===== src/rtl/any1_vstep_if.sv =====
// any1_vstep interface: issue-side control plus memory valid/ack.
// master drives start/vl/mask/flush/ack; slave is the sequencer.
interface any1_vstep_if #(
  parameter int VLMAX = 64
);
  localparam int SW = $clog2(VLMAX);

  logic             start;
  logic [SW:0]      vl;
  logic [VLMAX-1:0] mask;
  logic             flush;
  logic             ack;
  logic [SW-1:0]    step;
  logic             req;
  logic             busy;
  logic             done;
  logic [SW:0]      elem_cnt;

  modport master (
    output start, vl, mask, flush, ack,
    input  step, req, busy, done, elem_cnt
  );

  modport slave (
    input  start, vl, mask, flush, ack,
    output step, req, busy, done, elem_cnt
  );
endinterface


===== src/rtl/any1_vstep.sv =====
// any1_vstep: vector element sequencer feeding the agen step input.
// Define ANY1_VSTEP_MASK_EN to honor the element mask.
module any1_vstep #(
  parameter int VLMAX = 64
) (
  input logic         clk,
  input logic         rst,
  any1_vstep_if.slave v
);
  localparam int SW = $clog2(VLMAX);
  localparam int LW = SW + 1;

  typedef enum logic [1:0] {
    IDLE, AGEN, REQ, DONE
  } st_t;

  st_t           st, nst;
  logic [SW-1:0] step_q;
  logic [SW-1:0] nidx;
  logic [LW-1:0] vl_q;
  logic [LW-1:0] vlc;
  logic [LW-1:0] lim;
  logic [LW-1:0] base;
  logic [LW-1:0] cnt;
  logic          found;
  logic          go;
  logic          adv;

  assign vlc = (v.vl > LW'(VLMAX))
             ? LW'(VLMAX) : v.vl;
  assign lim = (st == IDLE) ? vlc : vl_q;
  // Search is done at LW bits so step=max cannot wrap to 0
  assign base = (st == IDLE) ? '0
              : {1'b0, step_q} + LW'(1);

  assign go  = (st == IDLE) && v.start;
  assign adv = (st == REQ) && v.ack && !v.flush;

`ifdef ANY1_VSTEP_MASK_EN
  logic [VLMAX-1:0] mask_q;
  logic [VLMAX-1:0] msk;
  logic [VLMAX-1:0] cand;

  assign msk = (st == IDLE) ? v.mask : mask_q;

  always_comb begin
    cand  = '0;
    nidx  = '0;
    found = 1'b0;
    for (int i = 0; i < VLMAX; i++)
      cand[i] = msk[i]
             && (LW'(i) >= base)
             && (LW'(i) < lim);
    for (int i = VLMAX - 1; i >= 0; i--)
      if (cand[i]) begin
        nidx  = SW'(i);
        found = 1'b1;
      end
  end

  always_ff @(posedge clk or negedge rst)
    if (!rst)
      mask_q <= '0;
    else if (go)
      mask_q <= v.mask;
`else
  logic unused_mask;

  assign unused_mask = ^v.mask;
  assign nidx        = base[SW-1:0];
  assign found       = base < lim;
`endif

  always_ff @(posedge clk or negedge rst)
    if (!rst)
      st <= IDLE;
    else
      st <= nst;

  always_comb begin
    nst = st;
    unique case (st)
      IDLE: if (v.start)
              nst = found ? AGEN : DONE;
      AGEN: nst = REQ;
      REQ:  if (v.ack)
              nst = found ? AGEN : DONE;
      DONE: nst = IDLE;
      default: nst = IDLE;
    endcase
    if (v.flush && st != IDLE)
      nst = IDLE;
  end

  always_comb begin
    v.req      = (st == REQ);
    v.busy     = (st != IDLE);
    v.done     = (st == DONE);
    v.step     = step_q;
    v.elem_cnt = cnt;
  end

  always_ff @(posedge clk or negedge rst)
    if (!rst) begin
      step_q <= '0;
      vl_q   <= '0;
      cnt    <= '0;
    end else if (go) begin
      vl_q <= vlc;
      cnt  <= '0;
      if (found)
        step_q <= nidx;
    end else if (adv) begin
      cnt <= cnt + LW'(1);
      if (found)
        step_q <= nidx;
    end
endmodule


===== src/flat_wrapper.sv =====
// flat-port wrapper written by rule: the top's interface ports become plain ports
module any1_vstep_flat 
#(
  parameter int VLMAX = 64
)
  (clk, rst, v_start, v_vl, v_mask, v_flush, v_ack, v_step, v_req, v_busy, v_done, v_elem_cnt);
  any1_vstep_if #(.VLMAX(VLMAX)) v_i ();
  input logic clk;
  input logic rst;
  input wire logic [$bits(v_i.start)-1:0] v_start;
  input wire logic [$bits(v_i.vl)-1:0] v_vl;
  input wire logic [$bits(v_i.mask)-1:0] v_mask;
  input wire logic [$bits(v_i.flush)-1:0] v_flush;
  input wire logic [$bits(v_i.ack)-1:0] v_ack;
  output wire logic [$bits(v_i.step)-1:0] v_step;
  output wire logic [$bits(v_i.req)-1:0] v_req;
  output wire logic [$bits(v_i.busy)-1:0] v_busy;
  output wire logic [$bits(v_i.done)-1:0] v_done;
  output wire logic [$bits(v_i.elem_cnt)-1:0] v_elem_cnt;
  assign v_i.start = v_start;
  assign v_i.vl = v_vl;
  assign v_i.mask = v_mask;
  assign v_i.flush = v_flush;
  assign v_i.ack = v_ack;
  assign v_step = v_i.step;
  assign v_req = v_i.req;
  assign v_busy = v_i.busy;
  assign v_done = v_i.done;
  assign v_elem_cnt = v_i.elem_cnt;
  any1_vstep #(.VLMAX(VLMAX)) u_core (.clk(clk), .rst(rst), .v(v_i));
endmodule

===== config.mk =====
export PLATFORM = sky130hd
export DESIGN_NAME = any1_vstep_flat
export DESIGN_NICKNAME = d
export VERILOG_FILES = /design/src/rtl/any1_vstep_if.sv /design/src/rtl/any1_vstep.sv /design/src/flat_wrapper.sv
export SDC_FILE = /design/constraint.sdc
export NUM_CORES = 1
export LEC_CHECK = 0
export CELL_PAD_IN_SITES_DETAIL_PLACEMENT = 2
export CELL_PAD_IN_SITES_GLOBAL_PLACEMENT = 2
export CORE_MARGIN = 2
export CORE_UTILIZATION = 20
export CTS_CLUSTER_DIAMETER = 80
export CTS_CLUSTER_SIZE = 25
export DETAILED_ROUTE_END_ITERATION = 10
export GPL_ROUTABILITY_DRIVEN = 0
export PLACE_DENSITY_LB_ADDON = 0.1
export SLEW_MARGIN = 0
export SYNTH_ARGS = -nofsm -noshare
export SYNTH_HDL_FRONTEND = slang
export SYNTH_SLANG_ARGS = --single-unit

===== constraint.sdc =====
create_clock -name clk -period 4.5 [get_ports clk]
set_input_delay 0.45 -clock clk [delete_from_list [all_inputs] [get_ports clk]]
set_output_delay 0.45 -clock clk [all_outputs]
set_load 0.005 [all_outputs]

==> run_results.csv, run 1 <==
group,metric,value,unit
cells_and_area,drive_above_1_share,9.94,%
clocking,cts_buffer_depth,2,
routing,postRouteWirelength,3490,um
pwr,leakagePower,0.730,nW
floorplan,io_pins,92,
sta,setup_viol,0,
placement,placed_cells,234,
global_routing,track_usage,10.1,%
worst_setup_path,path_max_fanout,9,
placement,dpl.hpwl,2670,um
clocking,cts_buffers,3,
logic_synthesis,async_flop_share,100,%
cells_and_area,final_common_cell,"clkdlybuf4s50_1",
worst_setup_path,crit_type,"input pin to flop",
logic_synthesis,synthMuxAreaShare,6.75,%
sta,finalCritPeriodShare,65.0,%
global_routing,grt_max_degree,23,
logic_synthesis,syn_area_per_cell,9.76,um2
placement,io_buffers,27,
clocking,cts.clk_slew.worst_paths,80,ps
clocking,cts_tree,"built",
logic_synthesis,synthXorXnorAreaFrac,6.08,%
min_path,hold_depth,2,
worst_setup_path,ff2ff_setup_slack,1610,ps
floorplan,die_height,84.5,um
logic_synthesis,synth_compound_area_share,9.55,%
cells_and_area,areaGrowthSynthToFinish,31.3,%
sta,worst_slew_pin_slew,1090,ps
clocking,clock_sinks,22,
worst_setup_path,cp.arrival,3080,ps
routing,drc,0,
worst_setup_path,rr_endpoint,"u_core.v.step[2]",
cells_and_area,nets,246,
status,outcome,"complete, no violations",
sta,period_needed,2920,ps
logic_synthesis,synth_edf_count,0,
min_path,min_to,"u_core.vl_q[5]",
clocking,post_cts_buffers,0,
worst_setup_path,setup.worst_path.end_class,"flop",
logic_synthesis,synth_top_family_by_area,"simple AND/OR/NAND/NOR gates",
cells_and_area,instances_no_fill,238,
logic_synthesis,synth_top_area_cell,"dfrtp_1",
worst_setup_path,r2r_start,"u_core.st[1]",
floorplan,rows,29,
floorplan,fp.dieW,84.5,um
clocking,postCtsResizedCells,0,
routing,drt-initial-drc-count,22,
logic_synthesis,yosys.area_share.simple,25.5,%
clocking,clk_latency,260,ps
cells_and_area,fillerInstances,745,
clocking,htreeDepth,1,
clocking,clockRootBuffer,"clkbuf_8",
sta,maxSlewHeadroom,26.9,%
global_routing,overflow,0,
logic_synthesis,dominantRegCellSynth,"dfrtp_1",
routing,num_vias,1073,
floorplan,core,6310,um2
logic_synthesis,syn_area,1300,um2
floorplan,start_util,20.6,%
worst_setup_path,cp-start-kind,"input pin",
logic_synthesis,synthCells,133,
global_routing,grt_first_pass_wirelength,5780,um
logic_synthesis,synthTopCellsByArea,"dfrtp_1 42%, ha_1 7.7%, nand2_1 6.7%",
worst_setup_path,cp.required,4650,ps
floorplan,die_area,7150,um2
routing,final_antenna_net_count,0,
cells_and_area,final_core_util,27.0,%
sta,fin_setup_tns,0,ps
logic_synthesis,synth.yosys.seq_area_share,42.4,%
sta,hold_viol,0,
run,drv_cap,0,
sta,finalClockSkew,2.43,ps
logic_synthesis,ys_ff_latch,22,
logic_synthesis,synth_top_area_share,42.4,%
logic_synthesis,syn-num-nets,217,
cells_and_area,antennaDiodeCount,0,
logic_synthesis,synthAdderAreaFrac,7.71,%
min_path,hp-class,"flop to flop",
logic_synthesis,synth_cell_types,33,
sta,slew_violations,0,
logic_synthesis,yosys_warnings,0,
global_routing,grt_pass1_vias,1134,
routing,drt_first_pass_iters,3,
routing,vias_per_cell,4.51,
min_path,min_from,"u_core.vl_q[5]",
worst_setup_path,reg2reg_depth,8,
pwr,ir_drop,0.192,mV
clocking,postCtsHoldBufs,0,
pwr,cellPowerDensity,470,nW/um2
global_routing,grt_antenna_before_repair,0,
sta,rsz0062_at_grt,"no",
cells_and_area,mostFrequentLayoutCells,"27 x clkdlybuf4s50_1, 23 x nand2_1, 22 x dfrtp_1",
routing,avgRoutedWirePerCell,14.7,um
sta,fmax,342,MHz
worst max-delay path: stages:
cell	delay, ps
clkdlybuf4s50_1	570
nand2b_1	250
o21a_1	180
ha_1	300
a21oi_1	160
o21ai_0	230
nor4b_4	540
mux2_2	390
per-stage QoR:
stage	setup WS, ps	hold WS (ps)	instance area, um2	power [mW]
final	1580	496	1700	0.802
after global routing	1320	546	1700	0.882
after CTS	1510	497	1700	0.829
after detailed placement	1280	469	1650	0.673
after global placement	1290	464	1650	0.660
after floorplan	1900	154	1300	0.527
how the worst max path moves through the flow:
stage,start,end,slack [ps],cells past startpoint
finish,v_vl[6],u_core.v.step[2],1580,8
CTS,v_vl[6],u_core.v.step[2],1510,8
detailed placement,v_vl[6],u_core.v.step[2],1280,8
floorplan,u_core.st[1],u_core.v.step[0],1900,9
global placement,v_vl[6],u_core.v.step[4],1290,8
global route,u_core.v.step[0],u_core.v.step[2],1320,8
metal layers:
metal	track usage, %	vias to the layer above	wire length (um)
li1	-	518	-
met1	13.5	538	1670
met2	17.1	15	1700
met3	1.67	2	92
met4	2.16	0	24
met5	0	-	0
registers in the layout (all words and copies together) (netlist names):
signal,count
u_core.v.elem_cnt,7
u_core.v.step,6
u_core.vl_q,7
u_core.st,2
logic make-up after synthesis:
group | Yosys count
XOR/XNOR | 9
multiplexers | 8
adder cells (fa/ha/maj) | 8
AND/OR/NAND/NOR | 62
AO/OA/AOI/OAI | 19
buffers and inverters | 5
flip-flops | 22
synthesized netlist by cell type, types with 3 or more instances:
cell type	instances
xor2_1	7
o21a_1	5
clkbuf_1	3
ha_1	8
nor2_1	12
o21ai_0	7
mux2_2	6
a21oi_1	4
and2_1	3
nand2_1	23
nand4_1	4
nand2b_1	5
dfrtp_1	22
cell type report:
class	count	area [um2]	area share [%]
sequential	22	551	32.3
multi-input combinational	106	721	42.3
tap	77	96.3	5.65
timing repair buffer	28	278	16.3
clock buffer	4	55.1	3.23
inverter	1	3.75	0.220
report_power, final:
part | switching [mW] | internal (mW) | total (mW) | leakage [nW]
Clock | 0.0670 | 0.0779 | 0.145 | 0.0288
Combinational | 0.182 | 0.174 | 0.356 | 0.406
Sequential | 0.0520 | 0.248 | 0.300 | 0.295
(Power assumes the default switching activity.)
==> run 2: changes to the inputs <==
CORE_UTILIZATION = 18   (was 20)
clock period = 3 ns   (was 4.5 ns; I/O delays follow)
==> run 2 against run 1 <==
Compared with the run above:
- worst setup slack worse by 1300 ps
- count of clock-buffer cells in the layout decreased by 1
- core utilization down 0.94 points
- register-to-register slack worse by 1300 ps
- global-route usage increased by 0.60 points
- non-clock buffer count is 6 higher
- sequential share of layout area shrank 1.5 points
- clock skew grew 0.54 ps
- sequential cell count did not move
- final area grew 5.0%
- via count is 0.19% higher
- clock power rose by 99%
- critical path type is now flop to flop
- highest routed layer unchanged
==> run_results.csv, run 2 (synthesis results as in run 1) <==
group,metric,value,unit
floorplan,rows,30,
run,drv_cap,0,
floorplan,die_area,7900,um2
sta,worst_slew_pin_slew,503,ps
routing,postRouteWirelength,3720,um
cells_and_area,final_core_util,26.0,%
pwr,leakagePower,0.767,nW
global_routing,overflow,0,
worst_setup_path,max_stage_delay,450,ps
floorplan,start_util,18.9,%
clocking,cts_tree,"built",
clocking,clock_sinks,22,
floorplan,core,6870,um2
worst_setup_path,cp_slowest_cell,"dfrtp_1",
routing,num_vias,1075,
clocking,postCtsHoldBufs,0,
routing,drt_first_pass_iters,3,
clocking,clockRootBuffer,"clkbuf_8",
clocking,cts.clk_slew.worst_paths,90,ps
routing,vias_per_cell,4.09,
placement,dpl.hpwl,2850,um
worst_setup_path,path_cells,"nand3_1 -> or3_1 -> a21oi_1 -> ha_1 -> nand4_1 -> a2111oi_2 -> buf_4 -> nor4b_4 -> buf_4 -> mux2_2",
pwr,intPower,0.843,mW
pwr,ir_drop,0.269,mV
clocking,clk_latency,270,ps
sta,maxSlewHeadroom,66.1,%
clocking,cts_buffers,3,
sta,slew_violations,0,
placement,io_buffers,27,
cells_and_area,antennaDiodeCount,0,
worst_setup_path,path_max_fanout,6,
pwr,power_frac_comb,44.0,%
clocking,postCtsResizedCells,0,
floorplan,fp.dieW,88.9,um
pwr,clock_power_share,21.9,%
cells_and_area,areaGrowthSynthToFinish,37.9,%
worst_setup_path,setup.worst_path.end_class,"flop",
pwr,cellPowerDensity,736,nW/um2
global_routing,grt_first_pass_wirelength,6500,um
routing,drt-initial-drc-count,27,
sta,finalCritPeriodShare,91.0,%
global_routing,grt_max_degree,23,
floorplan,die_height,88.9,um
worst_setup_path,cp-start-kind,"flop",
floorplan,io_pins,92,
global_routing,grt_pass1_vias,1239,
routing,avgRoutedWirePerCell,14.1,um
worst_setup_path,cp.required,3160,ps
cells_and_area,nets,252,
pwr,pwr-share-seq,34.2,%
sta,fin_setup_tns,0,ps
pwr,swShare,36.0,%
sta,rsz0062_at_grt,"no",
status,outcome,"complete, no violations",
global_routing,grt_antenna_before_repair,0,
worst_setup_path,cp.arrival,2890,ps
global_routing,track_usage,10.7,%
sta,fmax,366,MHz
pwr,power.switching,0.475,mW
cells_and_area,drive_above_1_share,13.2,%
worst_setup_path,cp_common_cell,"buf_4",
sta,hold_viol,0,
clocking,htreeDepth,1,
sta,setup_viol,0,
clocking,post_cts_buffers,0,
routing,drc,0,
sta,period_needed,2730,ps
min_path,hp-class,"input pin to async pin",
worst_setup_path,crit_type,"flop to flop",
routing,final_antenna_net_count,0,
clocking,cts_buffer_depth,2,
sta,finalClockSkew,2.97,ps
cells_and_area,final_common_cell,"clkdlybuf4s50_1",
cells_and_area,mostFrequentLayoutCells,"27 x clkdlybuf4s50_1, 23 x nand2_1, 22 x dfrtp_1",
## run 2: stage by stage
stage	instance area [um2]	total power, mW	instances	hold slack (ps)	setup slack [ps]
floorplan	1300	0.791	133	4.41	404
global placement	1720	1.03	259	465	215
detailed placement	1720	1.05	259	471	202
CTS	1790	1.36	263	392	191
global route	1790	1.44	263	409	27.2
finish	1790	1.32	263	383	271
## run 2: final timing paths
path	slack, ps	from	cells after the start	endpoint
min reg2reg	490	u_core.vl_q[6]	2	u_core.vl_q[6]
max	270	u_core.v.step[0]	10	u_core.v.step[2]
max in group asynchronous	2380	rst	2	u_core.v.elem_cnt[1]
min in group clk	490	u_core.vl_q[6]	2	u_core.vl_q[6]
min	380	rst	2	u_core.v.elem_cnt[6]
max reg2reg	270	u_core.v.step[0]	10	u_core.v.step[2]
## run 2: cell type report
cell class	count	area, um2
fillers	783	5080
multi-input cells	106	721
flip-flops and latches	22	551
repair buffers	34	323
well taps	96	120
clock buffers	3	41.3
clock inverters	1	30.0
inverters	1	3.75
## run 2: power groups by stage
stage	clock, mW	combinational (mW)	sequential (mW)
after floorplan	0	0.352	0.439
after global placement	0	0.575	0.454
after detailed placement	0	0.595	0.458
after CTS	0.304	0.600	0.454
after global routing	0.314	0.663	0.467
final	0.288	0.579	0.450
## run 2: per-layer routing
layer	wire length, um	global-route usage (%)	part of all wire [%]	up-vias
met5	0	0	0	-
li1	-	-	-	531
met4	20	1.24	0.54	0
met1	1740	13.8	47	526
met3	98	2.59	2.6	2
met2	1860	18.7	50	16
## run 2: critical path: cells and delay by family, from the launching register on
| kind | cells | cell delay (ps) |
|---|---|---|
| flops | 1 | 450 |
| buf+inv | 2 | 360 |
| fa+ha+maj | 1 | 280 |
| mux | 1 | 340 |
| compound gates | 2 | 290 |
| simple gates | 4 | 900 |
